File: src/rtl/drops_pkg.sv
// drops_pkg: shared definitions for the drops game controller.
//   drops_state_t : game state encoding (IDLE=0, PLAY=1, HIT=2, OVER=3)
//   LIVES_INIT    : lives loaded when a game starts
//   X_MAX_DFLT    : default rightmost legal bucket position
//   X_CENTER      : bucket start position for the default playfield
//   x_center()    : start position for an arbitrary playfield width
package drops_pkg;

   typedef enum logic [1:0] {
      ST_IDLE = 2'd0,
      ST_PLAY = 2'd1,
      ST_HIT  = 2'd2,
      ST_OVER = 2'd3
   } drops_state_t;

   localparam logic [1:0]  LIVES_INIT = 2'd3;
   localparam int unsigned X_MAX_DFLT = 624;

   function automatic logic [9:0] x_center(input int unsigned x_max);
      return 10'(x_max / 2);
   endfunction

   localparam logic [9:0] X_CENTER = x_center(X_MAX_DFLT);

endpackage

File: src/rtl/drops_game_ctrl_if.sv
// drops_game_ctrl_if: signal bundle between the game environment (buttons,
// VGA frame pulse, renderer) and the game controller.
//   master modport : drives frame_tick, buttons and renderer events;
//                    observes the game outputs
//   slave modport  : the controller side
// Parameter SCORE_W sets the score width.
interface drops_game_ctrl_if #(
   parameter int unsigned SCORE_W = 8
) ();

   logic               frame_tick;
   logic               btn_left;
   logic               btn_right;
   logic               drop_hit;
   logic               drop_caught;
   logic [9:0]         player_x;
   logic [SCORE_W-1:0] score;
   logic [1:0]         lives;
   logic [1:0]         state;
   logic               spawn_en;
   logic               freeze;

   modport master (
      output frame_tick, btn_left, btn_right, drop_hit, drop_caught,
      input  player_x, score, lives, state, spawn_en, freeze
   );

   modport slave (
      input  frame_tick, btn_left, btn_right, drop_hit, drop_caught,
      output player_x, score, lives, state, spawn_en, freeze
   );

endinterface

File: src/rtl/drops_btn_debounce.sv
// drops_btn_debounce: 2-flop synchronizer followed by a frame-sampled
// debouncer for one raw push button.
//   clk, rst    : system clock, synchronous active-high reset
//   frame_tick  : one-cycle sample strobe (once per video frame)
//   btn_raw     : asynchronous raw button level
//   btn_db      : debounced level; changes only on frame_tick, after
//                 DEB_FRAMES consecutive samples differing from it
module drops_btn_debounce #(
   parameter int unsigned DEB_FRAMES = 2
) (
   input  logic clk,
   input  logic rst,
   input  logic frame_tick,
   input  logic btn_raw,
   output logic btn_db
);

   localparam int unsigned    CNT_W    = (DEB_FRAMES > 1) ? $clog2(DEB_FRAMES) : 1;
   localparam logic [CNT_W-1:0] CNT_LAST = CNT_W'(DEB_FRAMES - 1);

   logic [1:0]       sync_q;
   logic [CNT_W-1:0] cnt_q;
   logic             db_q;

   always_ff @(posedge clk) begin
      if (rst) begin
         sync_q <= '0;
         cnt_q  <= '0;
         db_q   <= 1'b0;
      end else begin
         sync_q <= {sync_q[0], btn_raw};
         if (frame_tick) begin
            // cnt_q holds how many consecutive prior samples disagreed
            if (sync_q[1] == db_q) begin
               cnt_q <= '0;
            end else if (cnt_q == CNT_LAST) begin
               db_q  <= sync_q[1];
               cnt_q <= '0;
            end else begin
               cnt_q <= cnt_q + CNT_W'(1);
            end
         end
      end
   end

   assign btn_db = db_q;

endmodule

File: src/rtl/drops_game_ctrl.sv
// drops_game_ctrl: frame-rate game sequencer for the drops game.
//   clk, rst : system clock, synchronous active-high reset
//   bus      : drops_game_ctrl_if.slave
//              in : frame_tick, btn_left, btn_right, drop_hit, drop_caught
//              out: player_x, score, lives, state, spawn_en, freeze
// Runs the IDLE/PLAY/HIT/OVER machine once per frame_tick, moves the bucket,
// keeps score and lives, and enables/freezes the drop datapath.
// Optional feature macro: DROPS_ACCEL_EN (double step after 8 held frames).
module drops_game_ctrl
   import drops_pkg::*;
#(
   parameter int unsigned X_MAX      = X_MAX_DFLT,
   parameter int unsigned STEP       = 4,
   parameter int unsigned DEB_FRAMES = 2,
   parameter int unsigned HIT_FRAMES = 60,
   parameter int unsigned SCORE_W    = 8
) (
   input  logic              clk,
   input  logic              rst,
   drops_game_ctrl_if.slave  bus
);

   localparam logic [9:0]         X_MID     = x_center(X_MAX);
   localparam logic [10:0]        X_LIM     = 11'(X_MAX);
   localparam logic [10:0]        STEP1     = 11'(STEP);
   localparam int unsigned        HC_W      = $clog2(HIT_FRAMES + 1);
   localparam logic [HC_W-1:0]    HC_LAST   = HC_W'(HIT_FRAMES - 1);
   localparam logic [SCORE_W-1:0] SCORE_MAX = '1;

   logic btn_l_db;
   logic btn_r_db;

   drops_btn_debounce #(.DEB_FRAMES(DEB_FRAMES)) u_deb_left (
      .clk        (clk),
      .rst        (rst),
      .frame_tick (bus.frame_tick),
      .btn_raw    (bus.btn_left),
      .btn_db     (btn_l_db)
   );

   drops_btn_debounce #(.DEB_FRAMES(DEB_FRAMES)) u_deb_right (
      .clk        (clk),
      .rst        (rst),
      .frame_tick (bus.frame_tick),
      .btn_raw    (bus.btn_right),
      .btn_db     (btn_r_db)
   );

   drops_state_t       state_q, state_d;
   logic [9:0]         x_q, x_d;
   logic [SCORE_W-1:0] score_q, score_d;
   logic [1:0]         lives_q, lives_d;
   logic               hit_lat_q, hit_lat_d;
   logic [HC_W-1:0]    hit_cnt_q, hit_cnt_d;
   logic               rel_seen_q, rel_seen_d;
   logic               spawn_q, freeze_q;

   logic               hit_now;
   logic               any_btn, dir_l, dir_r;
   logic [10:0]        step_sel;
   logic [10:0]        x_ext, x_left, x_sum, x_right;

`ifdef DROPS_ACCEL_EN
   localparam logic [10:0] STEP2 = 11'(2 * STEP);
   logic [2:0] accel_q, accel_d;
`endif

   always_comb begin
      state_d    = state_q;
      x_d        = x_q;
      score_d    = score_q;
      lives_d    = lives_q;
      hit_lat_d  = hit_lat_q;
      hit_cnt_d  = hit_cnt_q;
      rel_seen_d = rel_seen_q;

      // A hit arriving on the frame_tick cycle itself belongs to the ending frame
      hit_now = hit_lat_q | (bus.drop_hit & (state_q == ST_PLAY));
      any_btn = btn_l_db | btn_r_db;
      dir_l   = btn_l_db & ~btn_r_db;
      dir_r   = btn_r_db & ~btn_l_db;

`ifdef DROPS_ACCEL_EN
      step_sel = (accel_q == 3'd7) ? STEP2 : STEP1;
`else
      step_sel = STEP1;
`endif

      // 11-bit saturating arithmetic so neither edge can wrap
      x_ext   = {1'b0, x_q};
      x_left  = (x_ext < step_sel) ? '0 : (x_ext - step_sel);
      x_sum   = x_ext + step_sel;
      x_right = (x_sum > X_LIM) ? X_LIM : x_sum;

      if ((state_q == ST_PLAY) && bus.drop_caught && (score_q != SCORE_MAX))
         score_d = score_q + SCORE_W'(1);

      if (bus.frame_tick)
         hit_lat_d = 1'b0;
      else if ((state_q == ST_PLAY) && bus.drop_hit)
         hit_lat_d = 1'b1;

      if (bus.frame_tick) begin
         unique case (state_q)
            ST_IDLE: begin
               if (any_btn) begin
                  state_d = ST_PLAY;
                  score_d = '0;
                  lives_d = LIVES_INIT;
                  x_d     = X_MID;
               end
            end
            ST_PLAY: begin
               if (hit_now) begin
                  state_d   = ST_HIT;
                  lives_d   = (lives_q != 2'd0) ? (lives_q - 2'd1) : 2'd0;
                  hit_cnt_d = '0;
               end else if (dir_l) begin
                  x_d = x_left[9:0];
               end else if (dir_r) begin
                  x_d = x_right[9:0];
               end
            end
            ST_HIT: begin
               if (hit_cnt_q == HC_LAST) begin
                  hit_cnt_d = '0;
                  state_d   = (lives_q != 2'd0) ? ST_PLAY : ST_OVER;
               end else begin
                  hit_cnt_d = hit_cnt_q + HC_W'(1);
               end
            end
            ST_OVER: begin
               // A press only counts once a fully released frame has been seen
               if (rel_seen_q && any_btn)
                  state_d = ST_IDLE;
               else if (!any_btn)
                  rel_seen_d = 1'b1;
            end
            default: state_d = ST_IDLE;
         endcase
      end

      if (state_d != ST_OVER)
         rel_seen_d = 1'b0;

`ifdef DROPS_ACCEL_EN
      accel_d = accel_q;
      if (bus.frame_tick) begin
         if ((state_q == ST_PLAY) && !hit_now && (dir_l || dir_r))
            accel_d = (accel_q == 3'd7) ? accel_q : (accel_q + 3'd1);
         else
            accel_d = '0;
      end
      if (state_d != ST_PLAY)
         accel_d = '0;
`endif
   end

   always_ff @(posedge clk) begin
      if (rst) begin
         state_q    <= ST_IDLE;
         x_q        <= X_MID;
         score_q    <= '0;
         lives_q    <= LIVES_INIT;
         hit_lat_q  <= 1'b0;
         hit_cnt_q  <= '0;
         rel_seen_q <= 1'b0;
         spawn_q    <= 1'b0;
         freeze_q   <= 1'b1;
      end else begin
         state_q    <= state_d;
         x_q        <= x_d;
         score_q    <= score_d;
         lives_q    <= lives_d;
         hit_lat_q  <= hit_lat_d;
         hit_cnt_q  <= hit_cnt_d;
         rel_seen_q <= rel_seen_d;
         spawn_q    <= (state_d == ST_PLAY);
         freeze_q   <= (state_d != ST_PLAY);
      end
   end

`ifdef DROPS_ACCEL_EN
   always_ff @(posedge clk) begin
      if (rst)
         accel_q <= '0;
      else
         accel_q <= accel_d;
   end
`endif

   assign bus.player_x = x_q;
   assign bus.score    = score_q;
   assign bus.lives    = lives_q;
   assign bus.state    = state_q;
   assign bus.spawn_en = spawn_q;
   assign bus.freeze   = freeze_q;

endmodule

File: src/flat_wrapper.sv
// flat-port wrapper written by rule: the top's interface ports become plain ports
module drops_game_ctrl_flat import drops_pkg::*;
#(
   parameter int unsigned X_MAX      = X_MAX_DFLT,
   parameter int unsigned STEP       = 4,
   parameter int unsigned DEB_FRAMES = 2,
   parameter int unsigned HIT_FRAMES = 60,
   parameter int unsigned SCORE_W    = 8
)
  (clk, rst, bus_frame_tick, bus_btn_left, bus_btn_right, bus_drop_hit, bus_drop_caught, bus_player_x, bus_score, bus_lives, bus_state, bus_spawn_en, bus_freeze);
  drops_game_ctrl_if #(.SCORE_W(SCORE_W)) bus_i ();
  input  logic clk;
  input  logic rst;
  input wire logic [$bits(bus_i.frame_tick)-1:0] bus_frame_tick;
  input wire logic [$bits(bus_i.btn_left)-1:0] bus_btn_left;
  input wire logic [$bits(bus_i.btn_right)-1:0] bus_btn_right;
  input wire logic [$bits(bus_i.drop_hit)-1:0] bus_drop_hit;
  input wire logic [$bits(bus_i.drop_caught)-1:0] bus_drop_caught;
  output wire logic [$bits(bus_i.player_x)-1:0] bus_player_x;
  output wire logic [$bits(bus_i.score)-1:0] bus_score;
  output wire logic [$bits(bus_i.lives)-1:0] bus_lives;
  output wire logic [$bits(bus_i.state)-1:0] bus_state;
  output wire logic [$bits(bus_i.spawn_en)-1:0] bus_spawn_en;
  output wire logic [$bits(bus_i.freeze)-1:0] bus_freeze;
  assign bus_i.frame_tick = bus_frame_tick;
  assign bus_i.btn_left = bus_btn_left;
  assign bus_i.btn_right = bus_btn_right;
  assign bus_i.drop_hit = bus_drop_hit;
  assign bus_i.drop_caught = bus_drop_caught;
  assign bus_player_x = bus_i.player_x;
  assign bus_score = bus_i.score;
  assign bus_lives = bus_i.lives;
  assign bus_state = bus_i.state;
  assign bus_spawn_en = bus_i.spawn_en;
  assign bus_freeze = bus_i.freeze;
  drops_game_ctrl #(.X_MAX(X_MAX), .STEP(STEP), .DEB_FRAMES(DEB_FRAMES), .HIT_FRAMES(HIT_FRAMES), .SCORE_W(SCORE_W)) u_core (.clk(clk), .rst(rst), .bus(bus_i));
endmodule
File: config.mk
export PLATFORM = sky130hd
export DESIGN_NAME = drops_game_ctrl_flat
export DESIGN_NICKNAME = d
export VERILOG_FILES = /design/src/rtl/drops_pkg.sv /design/src/rtl/drops_game_ctrl_if.sv /design/src/rtl/drops_btn_debounce.sv /design/src/rtl/drops_game_ctrl.sv /design/src/flat_wrapper.sv
export SDC_FILE = /design/constraint.sdc
export NUM_CORES = 1
export LEC_CHECK = 0
export CORE_ASPECT_RATIO = 0.6
export CORE_MARGIN = 1
export CORE_UTILIZATION = 25
export CTS_BUF_LIST = sky130_fd_sc_hd__clkbuf_16
export DETAILED_ROUTE_END_ITERATION = 6
export SYNTH_ARGS = -nofsm -noshare
export SYNTH_HDL_FRONTEND = slang
export SYNTH_HIERARCHICAL = 1
export SYNTH_SLANG_ARGS = --single-unit
File: constraint.sdc
create_clock -name clk -period 2.4 [get_ports clk]
set_input_delay 0.48 -clock clk [delete_from_list [all_inputs] [get_ports clk]]
set_output_delay 0.48 -clock clk [all_outputs]
set_load 0.05 [all_outputs]
==> results by group, run 1 <==
Worst setup path
  – Crit-path cells: buf_4 > clkdlybuf4s50_1
  – Reg2Reg Depth: 6
  – CP max-delay cell: clkdlybuf4s50_1
  – CP Capture Type: output port
  – Crit path required time: 1920 ps
  – Highest cell delay on the worst timing path: 810 ps
  – Reg-to-Reg End: u_core/bus.player_x[5]
  – Reg2reg setup slack: 280 ps
  – CP Max Fanout: 6
  – Critical path startpoint category: register
  – Crit Path Class: register to output port
  – CP arrival: 1770 ps
  – Reg2reg start: u_core/bus.player_x[4]

Layout
  – Antenna cells: 0
  – Most frequent cells in the layout: dfxtp_1 (37), nor2_1 (32), clkdlybuf4s50_1 (28), nand2_1 (16), buf_4 (14)
  – Share of layout cells above drive strength 1: 0.120
  – Most common cell after layout, fill and taps aside: dfxtp_1
  – Syn-to-layout area delta: 28.9%
  – Fillers: 828
  – Final nets: 311

Synthesis
  – Simple-Gate Fraction of Synth Area: 0.270
  – Syn. warnings: 6
  – Async S/R FF share, synth: 0
  – Adder-Cell Fraction of Synth Area: 0.0344
  – Share of the synthesized area in the top cell type: 0.349
  – Avg Inst Size Synth: 8.38 um^2
  – Largest family of logic cells by synthesized area: simple AND/OR/NAND/NOR gates
  – Netlist cell types: 60
  – EDFF count, synth: 0
  – Synth Area in Compound Gates: 0.208
  – Register area share after synthesis: 0.349
  – Largest area contributor in the netlist: dfxtp_1
  – Post-Synthesis Cells: 260
  – Seq cells post-synth: 38
  – Top_reg_cell synth: dfxtp_1
  – Mux share of post-synthesis cell area: 0.0144
  – Area of the mapped netlist: 2180 um^2
  – Ranking of synthesized cells by area: dfxtp_1 (35%), nor2_1 (5.5%), ha_1 (3.4%)
  – Xor and xnor area share after synthesis: 0.0643

Timing
  – Unrepaired setup endpoints after global routing: false
  – Final min period: 2250 ps
  – Setup TNS: 0 ps
  – Worst Tran Pin Value: 519 ps
  – Final setup violation count: 0
  – Crit share post-route: 0.937
  – Max Clock Skew: 4.62 ps
  – Fmax: 445 MHz
  – Slew Viols, Final: 0
  – Final hold violation count: 0
  – Max_slew headroom: 0.651

CTS
  – Post_cts resized: 0
  – H-tree depth reported by CTS: 2
  – CTS buffer count: 5
  – Clk sink count: 38
  – CTS tree: yes
  – Root Buffer: clkbuf_16
  – Clock latency on the worst-skew pair: 280 ps
  – Longest Clk Path Bufs: 2
  – Clk pin slew, worst setup/hold paths: 60 ps
  – Cts hold-fix bufs: 0
  – Setup Buffers After CTS: 0

Power and ir drop
  – Logic pwr share: 0.035
  – Internal power: 0.00126 W
  – PD cells: 552 nW/um^2
  – Sw frac: 0.191
  – Peak VDD IR: 303 uV
  – Sequential share of power: 0.411
  – Power, Total: 0.00155 W
  – LEAKAGE: 1.02 nW
  – NetSw: 0.000295 W
  – Clock Power Share: 0.554

Routing
  – Vias per inst: 4.88
  – Vias: 1985
  – First-pass detailed-route iteration total: 4
  – DR WL/cell: 13.0 um
  – Initial DRC count: 181
  – Antenna viol nets, final: 0
  – Final WL: 5270 um
  – Drt drc: 0

Worst hold path
  – End of the worst hold path: u_core/u_deb_left/sync_q[1]
  – Hold Path Stages: 1
  – Hold Path Class: register to register
  – HP Start: u_core/u_deb_left/sync_q[0]

Place
  – GPL Wtd Cong: 0.892
  – Post-DP HPWL: 4080 um
  – # port buffers: 28

Floorplan
  – Die footprint: 9110 um^2
  – Initial core utilization: 0.267
  – Die height: 74.3 um
  – Io pins: 31
  – Core area: 8160 um^2
  – FP Rows: 25
  – Die Span X: 123 um

GRT
  – Largest net degree at the start of global routing: 18
  – Vias in the first global route: 1736
  – Grt ovf: 0
  – GRT Total Usage: 0.125
  – Initial antenna violation count: 0
  – First-pass GRT wire length: 8800 um

Status
  – Status: finished, final reports clean

Run
  – Max-cap violation count: 0
layout make-up:
| type | count | area [um^2] | share of cell area |
|---|---|---|---|
| timing repair buffer | 42 | 385 | 0.137 |
| multi-input combinational | 201 | 1300 | 0.461 |
| tap | 108 | 135 | 0.0481 |
| clock buffer | 5 | 125 | 0.0445 |
| sequential | 38 | 762 | 0.271 |
| clock inverter | 3 | 68.8 | 0.0245 |
| inverter | 10 | 37.5 | 0.0134 |
cells by family after synthesis:
| logic type | after synthesis |
|---|---|
| DFF | 38 |
| adders and majority gates | 6 |
| other | 1 |
| buffers and inverters | 22 |
| AOI/OAI and AO/OA | 61 |
| muxes | 3 |
| and+or+nand+nor | 113 |
| xor gates and xnor gates | 16 |
worst max path at each step:
| stage | from | to |
|---|---|---|
| CTS | u_core/bus.player_x[5] | bus_player_x[5] |
| finish | u_core/bus.player_x[5] | bus_player_x[5] |
| global route | u_core/bus.player_x[4] | u_core/bus.player_x[3] |
| global placement | bus_frame_tick | u_core/bus.player_x[6] |
| detailed placement | bus_frame_tick | u_core/bus.player_x[5] |
| floorplan | u_core/bus.player_x[2] | u_core/bus.player_x[5] |
critical path: cells and delay by family (launching register included):
kind,cells,cell delay (ps)
DFF,1,470
buffers and inverters,2,1020
stage by stage:
step	hold slack, ps	setup slack (ps)	cell area [um^2]	util	cells
2_1_floorplan	414	79.6	2180	-	261
3_3_place_gp	418	189	2620	0.320	399
3_5_place_dp	423	197	2620	0.320	399
4_1_cts	437	166	2810	0.344	407
5_1_grt	450	121	2810	0.344	407
6_report	434	152	2810	0.344	407
cell usage after synthesis, drive strengths merged, types with 2 or more instances:
library cell and count:
dfxtp 38, nor2 32, nand2 16, a21oi 13, o21ai 13, nand3 11
inv 10, nand2b 10, nor2b 10, buf 8, xnor2 8, xor2 8
ha 6, nor3 6, and3 5, and2 4, clkbuf 4, nand4 4
a41oi 3, o22ai 3, o311ai 3, or2 3, or3 3, a21bo 2
a21boi 2, a21o 2, a311oi 2, mux2i 2, nor4 2, o211ai 2
o21a 2, o22a 2, o31ai 2, o32a 2, or3b 2
power groups by stage:
stage | Combinational (W) | Sequential, W | Clock, W
finish | 0.0000543 | 0.000638 | 0.000859
detailed placement | 0.0000544 | 0.000652 | 0
CTS | 0.0000544 | 0.000638 | 0.000869
global route | 0.0000588 | 0.000638 | 0.000904
floorplan | 0.0000303 | 0.000652 | 0
global placement | 0.0000539 | 0.000651 | 0
state kept, by name, indices dropped and copies added, names as in the netlist, 2 cells and up:
name and flops:
u_core/bus.score 8, u_core/hit_cnt_q 6, u_core/bus.player_x 8, u_core/bus.state 2
u_core/u_deb_right/sync_q 2, u_core/u_deb_left/sync_q 2, u_core/bus.lives 2
routing by layer:
layer | part of all wire | vias to the layer above | track usage
met1 | 0.56 | 924 | 0.201
li1 | - | 996 | -
met3 | 0.092 | 2 | 0.0376
met2 | 0.35 | 63 | 0.150
met5 | 0 | - | 0
met4 | 0.0046 | 0 | 0.0325
(Power assumes the default switching activity.)
==> inputs of run 2 (changes only) <==
--- a/config.mk
+++ b/config.mk
@@ -10,6 +10,7 @@
 export CORE_UTILIZATION = 25
 export CTS_BUF_LIST = sky130_fd_sc_hd__clkbuf_16
 export DETAILED_ROUTE_END_ITERATION = 6
+export SLEW_MARGIN = 20
 export SYNTH_ARGS = -nofsm -noshare
 export SYNTH_HDL_FRONTEND = slang
 export SYNTH_HIERARCHICAL = 1
==> results of run 2 <==
Same layout as run 1: the final DEF is identical, and so are final timing and power.
==> inputs of run 3 (changes only) <==
--- a/config.mk
+++ b/config.mk
@@ -6,7 +6,6 @@
 export NUM_CORES = 1
 export LEC_CHECK = 0
 export CORE_ASPECT_RATIO = 0.6
-export CORE_MARGIN = 1
 export CORE_UTILIZATION = 25
 export CTS_BUF_LIST = sky130_fd_sc_hd__clkbuf_16
 export DETAILED_ROUTE_END_ITERATION = 6
==> results of run 3 <==
Same layout as run 1: the final DEF is identical, and so are final timing and power.
